File: src/rtl/cachebusarb_pkg.sv
// Shared types for the cache-line bus arbiter: FSM state and bus request encodings.
// Latency: none (types, constants and one pure helper).
// Backpressure: not applicable.
package cachebusarb_pkg;

  typedef enum logic [1:0] {IDLE, BUSYI, BUSYD} cachebusarbstatetype;

  // BusRW encodings: [1] read/fetch, [0] write/writeback
  localparam logic [1:0] RW_NONE  = 2'b00;
  localparam logic [1:0] RW_READ  = 2'b10;
  localparam logic [1:0] RW_WRITE = 2'b01;

  // The D$ should never ask for 11; if it does, the writeback half wins.
  function automatic logic [1:0] normDCacheRW(input logic [1:0] rw);
    return rw[0] ? RW_WRITE : rw;
  endfunction

endpackage

File: src/rtl/cachebusarb_beatctr.sv
// Beat counter for one cache line: counts accepted beats and flags the final one.
// Latency: count updates the cycle after each enabled beat; last is combinational.
// Backpressure: holds its value on cycles without an accepted beat.
module cachebusbeatctr #(
  parameter int LOGBWPL = 3
) (
  input  logic               clk,
  input  logic               clear,
  input  logic               en,
  output logic [LOGBWPL-1:0] count,
  output logic               last
);

  // Count accepted beats; natural wrap from BEATSPERLINE-1 back to 0.
  always_ff @(posedge clk) begin
    if (clear)   count <= '0;
    else if (en) count <= count + 1'b1;
  end

  assign last = en & (count == {LOGBWPL{1'b1}});

endmodule

File: src/rtl/cachebusarb.sv
// Arbitrates the shared cache-line bus between I$ and D$; define CACHEBUSARB_RR_EN for round-robin ties.
// Latency: request sampled in IDLE, BusRW valid next cycle; ack combinational with the final BeatDone.
// Backpressure: beats advance only on BeatDone; losing requester simply waits with its request held.
module cachebusarb import cachebusarb_pkg::*; #(
  parameter int PA_BITS = 34,
  parameter int LOGBWPL = 3
) (
  input  logic               clk,
  input  logic               reset,
  input  logic [1:0]         ICacheBusRW,
  input  logic [PA_BITS-1:0] ICacheBusAdr,
  output logic               ICacheBusAck,
  input  logic [1:0]         DCacheBusRW,
  input  logic [PA_BITS-1:0] DCacheBusAdr,
  output logic               DCacheBusAck,
  output logic [1:0]         BusRW,
  output logic [PA_BITS-1:0] BusAdr,
  input  logic               BeatDone,
  output logic [LOGBWPL-1:0] BeatCount,
  output logic               IGnt,
  output logic               DGnt,
  output logic               BusCommitted
);

  cachebusarbstatetype state;
  logic [1:0]          ownRW;
  logic [PA_BITS-1:0]  ownAdr;
  logic                iReq, dReq, pickD, busy, lastBeat, lockFetch;
  logic                unusedIRw0;

  // I$ never writes back, so its low RW bit carries no information.
  assign unusedIRw0 = ICacheBusRW[0];

  assign iReq = ICacheBusRW[1];
  assign dReq = |DCacheBusRW;
  assign busy = (state != IDLE);

`ifdef CACHEBUSARB_RR_EN
  logic rrPtrI;  // 1: I$ wins the next tie, 0: D$ wins

  assign pickD = dReq & (~iReq | ~rrPtrI);

  // Point the tie-break at the other cache once a grant finishes; the locked fetch is not a new grant.
  always_ff @(posedge clk) begin
    if (reset)                          rrPtrI <= 1'b0;
    else if (lastBeat & ~lockFetch)     rrPtrI <= (state == BUSYD);
  end
`else
  assign pickD = dReq;
`endif

  cachebusbeatctr #(.LOGBWPL(LOGBWPL)) beatCtr (
    .clk   (clk),
    .clear (reset | ~busy),
    .en    (BeatDone & busy),
    .count (BeatCount),
    .last  (lastBeat)
  );

  // A writeback that ends while the D$ already asks for its fetch keeps the bus without an IDLE bubble.
  assign lockFetch = (state == BUSYD) & lastBeat & (ownRW == RW_WRITE) & DCacheBusRW[1];

  // Arbiter FSM with owner request/address latches; live requests are ignored once committed.
  always_ff @(posedge clk) begin
    if (reset) begin
      state  <= IDLE;
      ownRW  <= RW_NONE;
      ownAdr <= '0;
    end else begin
      case (state)
        IDLE: begin
          if (pickD) begin
            state  <= BUSYD;
            ownRW  <= normDCacheRW(DCacheBusRW);
            ownAdr <= DCacheBusAdr;
          end else if (iReq) begin
            state  <= BUSYI;
            ownRW  <= RW_READ;
            ownAdr <= ICacheBusAdr;
          end
        end
        BUSYI, BUSYD: begin
          if (lockFetch) begin
            ownRW  <= RW_READ;
            ownAdr <= DCacheBusAdr;
          end else if (lastBeat) begin
            state <= IDLE;
            ownRW <= RW_NONE;
          end
        end
        default: state <= IDLE;
      endcase
    end
  end

  assign BusRW        = busy ? ownRW : RW_NONE;
  assign BusAdr       = ownAdr;
  assign IGnt         = (state == BUSYI);
  assign DGnt         = (state == BUSYD);
  assign BusCommitted = busy;
  assign ICacheBusAck = IGnt & lastBeat & ~reset;
  assign DCacheBusAck = DGnt & lastBeat & ~reset;

endmodule

File: config.mk
export PLATFORM = sky130hd
export DESIGN_NAME = cachebusarb
export DESIGN_NICKNAME = d
export VERILOG_FILES = /design/src/rtl/cachebusarb_pkg.sv /design/src/rtl/cachebusarb_beatctr.sv /design/src/rtl/cachebusarb.sv
export SDC_FILE = /design/constraint.sdc
export NUM_CORES = 1
export LEC_CHECK = 0
export CORE_MARGIN = 2
export CORE_UTILIZATION = 42
export DETAILED_ROUTE_END_ITERATION = 7
export HOLD_SLACK_MARGIN = 0.02
export PLACE_DENSITY_LB_ADDON = 0.15
export SETUP_SLACK_MARGIN = 0.1
export SKIP_LAST_GASP = 1
export SYNTH_ARGS = -nofsm -noshare
export SYNTH_HDL_FRONTEND = slang
export SYNTH_SLANG_ARGS = --single-unit
File: constraint.sdc
create_clock -name clk -period 4.5 [get_ports clk]
set_input_delay 0.675 -clock clk [delete_from_list [all_inputs] [get_ports clk]]
set_output_delay 0.675 -clock clk [all_outputs]
set_load 0.005 [all_outputs]
==> results.yml, run 1 <==
die:
  die-height_um: 77.0
  start_util: 0.438
  core_area_um2: 5110
  rows: 26
  dieWidth_um: 77.0
  io_pins: 119
  die_area_um2: 5920
detailed_routing:
  wirelength_met1_um: 2340
  first_pass_iters: 4
  highest_layer: "met4"
  vias_per_cell: 4.96
  met2_length_um: 2570
  antenna_left: 0
  route.met3.wl_um: 492
  drcViolationCount: 0
  drt_wl_total_um: 5430
  dr.first_iter.drc_count: 62
  avgRoutedWirePerCell_um: 14.1
  vias: 1910
worst_setup_path:
  critPathKind: "in -> out"
  critPathMaxStageDelay_ns: 0.68
  endpoint_kind: "output pin"
  regToRegSetupSlack_ns: 2.04
  required_ns: 3.83
  cp_max_fo: 6
  critPathSlowestCell: "clkdlybuf4s50_1"
  cp_common_cell: "clkdlybuf4s50_1"
  crit_family: "buffers and inverters"
  reg2reg_depth: 6
  crit_cells: 4
  r2r-end: "BusAdr[26]$_SDFFE_PP0P_"
  worstPathArrival_ns: 2.31
  r2r_start: "state[0]$_SDFFE_PP0P_"
  crit_chain: "clkdlybuf4s50_1 -> nand3b_1 -> nor3b_1 -> clkdlybuf4s50_1"
  cp-start-kind: "primary input"
  path_buf_inv: 2
global_routing:
  grt_antenna_before_repair: 0
  gr-total-overflow: 0
  grt_max_degree: 53
  track_usage: 0.181
  grt_pass1_wl_um: 8830
  grt_pass1_vias: 1880
placement:
  portBuffers: 117
  postPlaceCellArea_um2: 3370
  detailedPlace.worstSlack_ns: 1.53
  dp_hpwl_um: 4130
  placed_cells: 377
  finalWeightedCongestion: 0.821
cells_and_area:
  antenna_cells: 0
  final_core_util: 0.683
  layout-drive-gt1-share: 0.165
  stdcell_count: 385
  final_area_um2: 3490
  syn_to_final_growth_pct: 56.0
  nets: 395
outcome:
  status: "complete, no violations"
clocking:
  cts_setup_buffers: 0
  path_clk_slew_ns: 0.07
  clk_latency_ns: 0.29
  clockBufferDepth: 2
  cts_root_buffer: "clkbuf_8"
  cts_tree: "built"
  post_cts_resized: 0
  cts_buffers: 5
  cts-hold-fix-buffers: 0
  clock-sinks: 41
  htreeDepth: 2
sta:
  setup_viol: 0
  rsz0062_at_grt: "false"
  skew_ns: 0.00817
  slew_headroom: 0.427
  clock.fmax_ghz: 0.335
  hold_viol: 0
  finalSetupTns_ns: 0
  maxSlewViolCount: 0
  min_period_over_period: 0.664
  period_needed_ns: 2.99
  whs_ns: 0.531
  worst_pin_slew_ns: 0.859
  worst_slack_ns: 1.51
hold_path:
  hp-class: "reg -> reg"
  hold_start: "state[0]$_SDFFE_PP0P_"
  min_to: "state[0]$_SDFFE_PP0P_"
  min_delay_path_depth: 2
logic_synthesis:
  syn_nets: 286
  synth_ff_type: "dfxtp_1"
  synth_cells: 205
  ys_seq_elements: 41
  yosysWarningCount: 0
  syn_area_um2: 2240
  avgSynthCellArea_um2: 10.9
  seq_area_frac_synth: 0.367
  synth_edf_count: 0
  async_flop_share: 0
  synth.distinct_cells: 29
power:
  p_leak_nw: 1.26
  power_mw: 1.53
  vdd_drop_max_v: 0.000250
  pwr_density_cell_nw_per_um2: 438
job:
  max_cap_violations: 0
==> area by class of cell <==
| cell class | count | area (µm²) |
|---|---|---|
| inverters | 5 | 18.8 |
| clock inverters | 2 | 37.5 |
| fillers | 440 | 1620 |
| well taps | 70 | 87.6 |
| flip-flops and latches | 41 | 821 |
| repair buffers | 121 | 1210 |
| multi-input cells | 140 | 1230 |
| clock buffers | 6 | 82.6 |
==> flip-flops by register name, indices dropped and copies added (netlist names) <==
signal and count:
BusAdr 34, state 2, ownRW 2, beatCtr.count 3
==> worst max-delay path by stage <==
stage | from | to | slack (ns)
3_3_place_gp | BeatDone | ICacheBusAck | 1.55
3_5_place_dp | BeatDone | ICacheBusAck | 1.53
4_1_cts | BeatDone | ICacheBusAck | 1.51
5_1_grt | BeatDone | DCacheBusAck | 1.35
2_1_floorplan | BeatDone | DCacheBusAck | 2.62
6_report | BeatDone | ICacheBusAck | 1.51
==> cells in the mapped netlist (3+ instances only) <==
master    number  area, µm²
nor3_1         3       15.0
mux2i_1       37        370
a211oi_2      34        425
buf_4          3       22.5
nor2_1        40        150
ha_1           6       75.1
buf_8          3       45.0
inv_1          4       15.0
dfxtp_1       41        821
buf_6          7       78.8
clkbuf_1       5       18.8
==> where the power goes <==
group          switching, mW  internal [mW]  total [mW]
Combinational          0.323          0.390       0.713
Clock                  0.125          0.180       0.306
Sequential            0.0485          0.461       0.509
Total                  0.497           1.03        1.53
==> metal layers <==
| layer | global-route usage | vias to the layer above |
|---|---|---|
| met4 | 0.0436 | 0 |
| met5 | 0 | - |
| met1 | 0.220 | 872 |
| met2 | 0.304 | 77 |
| li1 | - | 957 |
| met3 | 0.0659 | 4 |
==> cell families (layout without fill, tap and decap cells) <==
kind of cell	count (synthesis)	after routing	share of synthesized area
AND/OR/NAND/NOR	53	53	0.118
AO/OA/AOI/OAI	43	43	0.227
flip-flops	41	41	0.367
multiplexers	37	37	0.166
buffers and inverters	24	134	0.0845
adder cells (fa/ha/maj)	6	6	0.0336
XOR/XNOR	1	1	0.00392
==> worst reg2reg max path, stage by stage, from the launching register on <==
cell and delay, ns:
dfxtp_1 0.38, inv_1 0.08, ha_1 0.46, o32ai_4 0.82, buf_12 0.36, nor2_1 0.10, a211oi_2 0.18
==> cells in the final DEF (no fill, tap or decap), types with 2 or more instances in the layout <==
cell               n
nor3b_1            2
dfxtp_1           41
inv_1              4
a211oi_2          34
clkdlybuf4s50_1  116
nor2_1            40
o21ai_0            2
buf_4              3
clkbuf_8           6
mux2i_1           37
nand4b_1           2
ha_1               6
nor3_1             3
Power figures use the tool's default switching activity.
==> run 2: changes to the inputs <==
--- a/config.mk
+++ b/config.mk
@@ -6,7 +6,7 @@
 export NUM_CORES = 1
 export LEC_CHECK = 0
 export CORE_MARGIN = 2
-export CORE_UTILIZATION = 42
+export CORE_UTILIZATION = 36
 export DETAILED_ROUTE_END_ITERATION = 7
 export HOLD_SLACK_MARGIN = 0.02
 export PLACE_DENSITY_LB_ADDON = 0.15
==> constraint.sdc (replaced) <==
create_clock -name clk -period 2.6 [get_ports clk]
set_input_delay 0.39 -clock clk [delete_from_list [all_inputs] [get_ports clk]]
set_output_delay 0.39 -clock clk [all_outputs]
set_load 0.005 [all_outputs]
==> results.yml, run 2 (synthesized netlist as in run 1, its figures left out) <==
outcome:
  status: "complete, no violations"
worst_setup_path:
  critPathKind: "reg -> out"
  reg2reg_depth: 6
  worstPathArrival_ns: 2.00
  required_ns: 2.21
  endpoint_kind: "output pin"
  cp-start-kind: "register"
  cp_max_fo: 3
sta:
  maxSlewViolCount: 0
  setup_viol: 0
  worst_pin_slew_ns: 0.613
  finalSetupTns_ns: 0
  rsz0062_at_grt: "false"
  slew_headroom: 0.591
  min_period_over_period: 0.920
  period_needed_ns: 2.39
  skew_ns: 0.0129
  clock.fmax_ghz: 0.418
  hold_viol: 0
cells_and_area:
  final_common_cell: "clkdlybuf4s50_1"
  layout-drive-gt1-share: 0.179
  antenna_cells: 0
  largest_reg_flops: 34
  final_area_um2: 3530
  nets: 398
  register_area_um2: 822
  syn_to_final_growth_pct: 58.1
  num-fill-cells: 540
  layout_common_cells: "clkdlybuf4s50_1 (116), dfxtp_1 (40), nor2_1 (40), mux2i_1 (37), a211oi_2 (34)"
  multiInputGateArea_um2: 1240
placement:
  postPlaceCellArea_um2: 3410
  finalWeightedCongestion: 0.865
  portBuffers: 117
  dp_hpwl_um: 3990
clocking:
  post_cts_resized: 0
  cts_tree: "built"
  clock-sinks: 41
  clockBufferDepth: 2
  cts_setup_buffers: 0
  path_clk_slew_ns: 0.08
  clk_latency_ns: 0.29
  cts_root_buffer: "clkbuf_8"
  htreeDepth: 2
  cts-hold-fix-buffers: 0
  cts_buffers: 5
die:
  io_pins: 119
  die-height_um: 82.8
  core_area_um2: 5960
  rows: 28
  dieWidth_um: 82.8
  start_util: 0.375
  die_area_um2: 6860
power:
  pwr_density_cell_nw_per_um2: 757
  vdd_drop_max_v: 0.000299
  p_leak_nw: 1.28
detailed_routing:
  dr.first_iter.drc_count: 50
  antenna_left: 0
  drt_wl_total_um: 5280
  first_pass_iters: 4
  vias: 1914
  vias_per_cell: 4.87
  drcViolationCount: 0
  avgRoutedWirePerCell_um: 13.4
global_routing:
  gr-total-overflow: 0
  grt_pass1_wl_um: 9000
  grt_max_degree: 41
  grt_antenna_before_repair: 0
  grt_pass1_vias: 1930
  track_usage: 0.157
hold_path:
  min_delay_path_depth: 2
  hp-class: "in -> reg"
job:
  max_cap_violations: 0
## run 2: cell types whose count changed in the layout (fill, tap and decap cells not counted)
| cell | before | now |
|---|---|---|
| buf_4 | 3 | 5 |
| buf_12 | 1 | 2 |
| clkbuf_1 | 0 | 1 |
| clkinvlp_4 | 1 | 0 |
| dfxtp_1 | 41 | 40 |
| dfxtp_2 | 0 | 1 |
| ha_1 | 6 | 5 |
| ha_2 | 0 | 1 |
| nor3b_1 | 2 | 1 |
| nor3b_2 | 0 | 1 |
## run 2: final timing paths
kind	endpoint	slack, ns	startpoint
worst min register to register	state[0]$_SDFFE_PP0P_	0.52	state[0]$_SDFFE_PP0P_
worst max-delay path	ICacheBusAck	0.21	beatCtr.count[0]$_SDFFE_PP0P_
worst min-delay path	BusAdr[31]$_SDFFE_PP0P_	0.35	reset
worst max register to register	BusAdr[26]$_SDFFE_PP0P_	0.55	state[1]$_SDFFE_PP0P_
## run 2: power by group
group	leakage (nW)	total [mW]	internal [mW]	switching [mW]
Sequential	0.340	0.881	0.797	0.0833
Clock	0.0585	0.530	0.313	0.217
Combinational	0.880	1.26	0.706	0.558
## run 2: final cells by class
type	instances	area share
Multi-Input combinational cell	140	0.351
Clock buffer	7	0.0244
Timing Repair Buffer	124	0.352
Tap cell	75	0.0265
Inverter	5	0.00531
Clock inverter	1	0.00850
Sequential cell	41	0.233
## run 2: critical path, stage by stage (launching register included)
cell             delay, ns
dfxtp_1               0.39
ha_1                  0.18
ha_2                  0.21
nand3b_1              0.18
nor3b_1               0.23
clkdlybuf4s50_1       0.52
## run 2: metrics by stage
stage | hold WS (ns) | cells | util | power, mW | setup slack, ns
floorplan | 0.466 | 205 | - | 1.67 | 0.827
global placement | 0.500 | 385 | 0.572 | 2.15 | 0.416
detailed placement | 0.511 | 385 | 0.572 | 2.18 | 0.443
global route | 0.346 | 393 | 0.593 | 2.85 | 0.119
CTS | 0.335 | 393 | 0.592 | 2.72 | 0.185
finish | 0.355 | 393 | 0.593 | 2.67 | 0.208
## run 2: routing by layer
metal	GRT usage	vias up	routed length [µm]
li1	-	968	-
met1	0.188	869	2290
met5	0	-	0
met4	0.0656	0	124
met3	0.0487	12	335
met2	0.260	65	2530
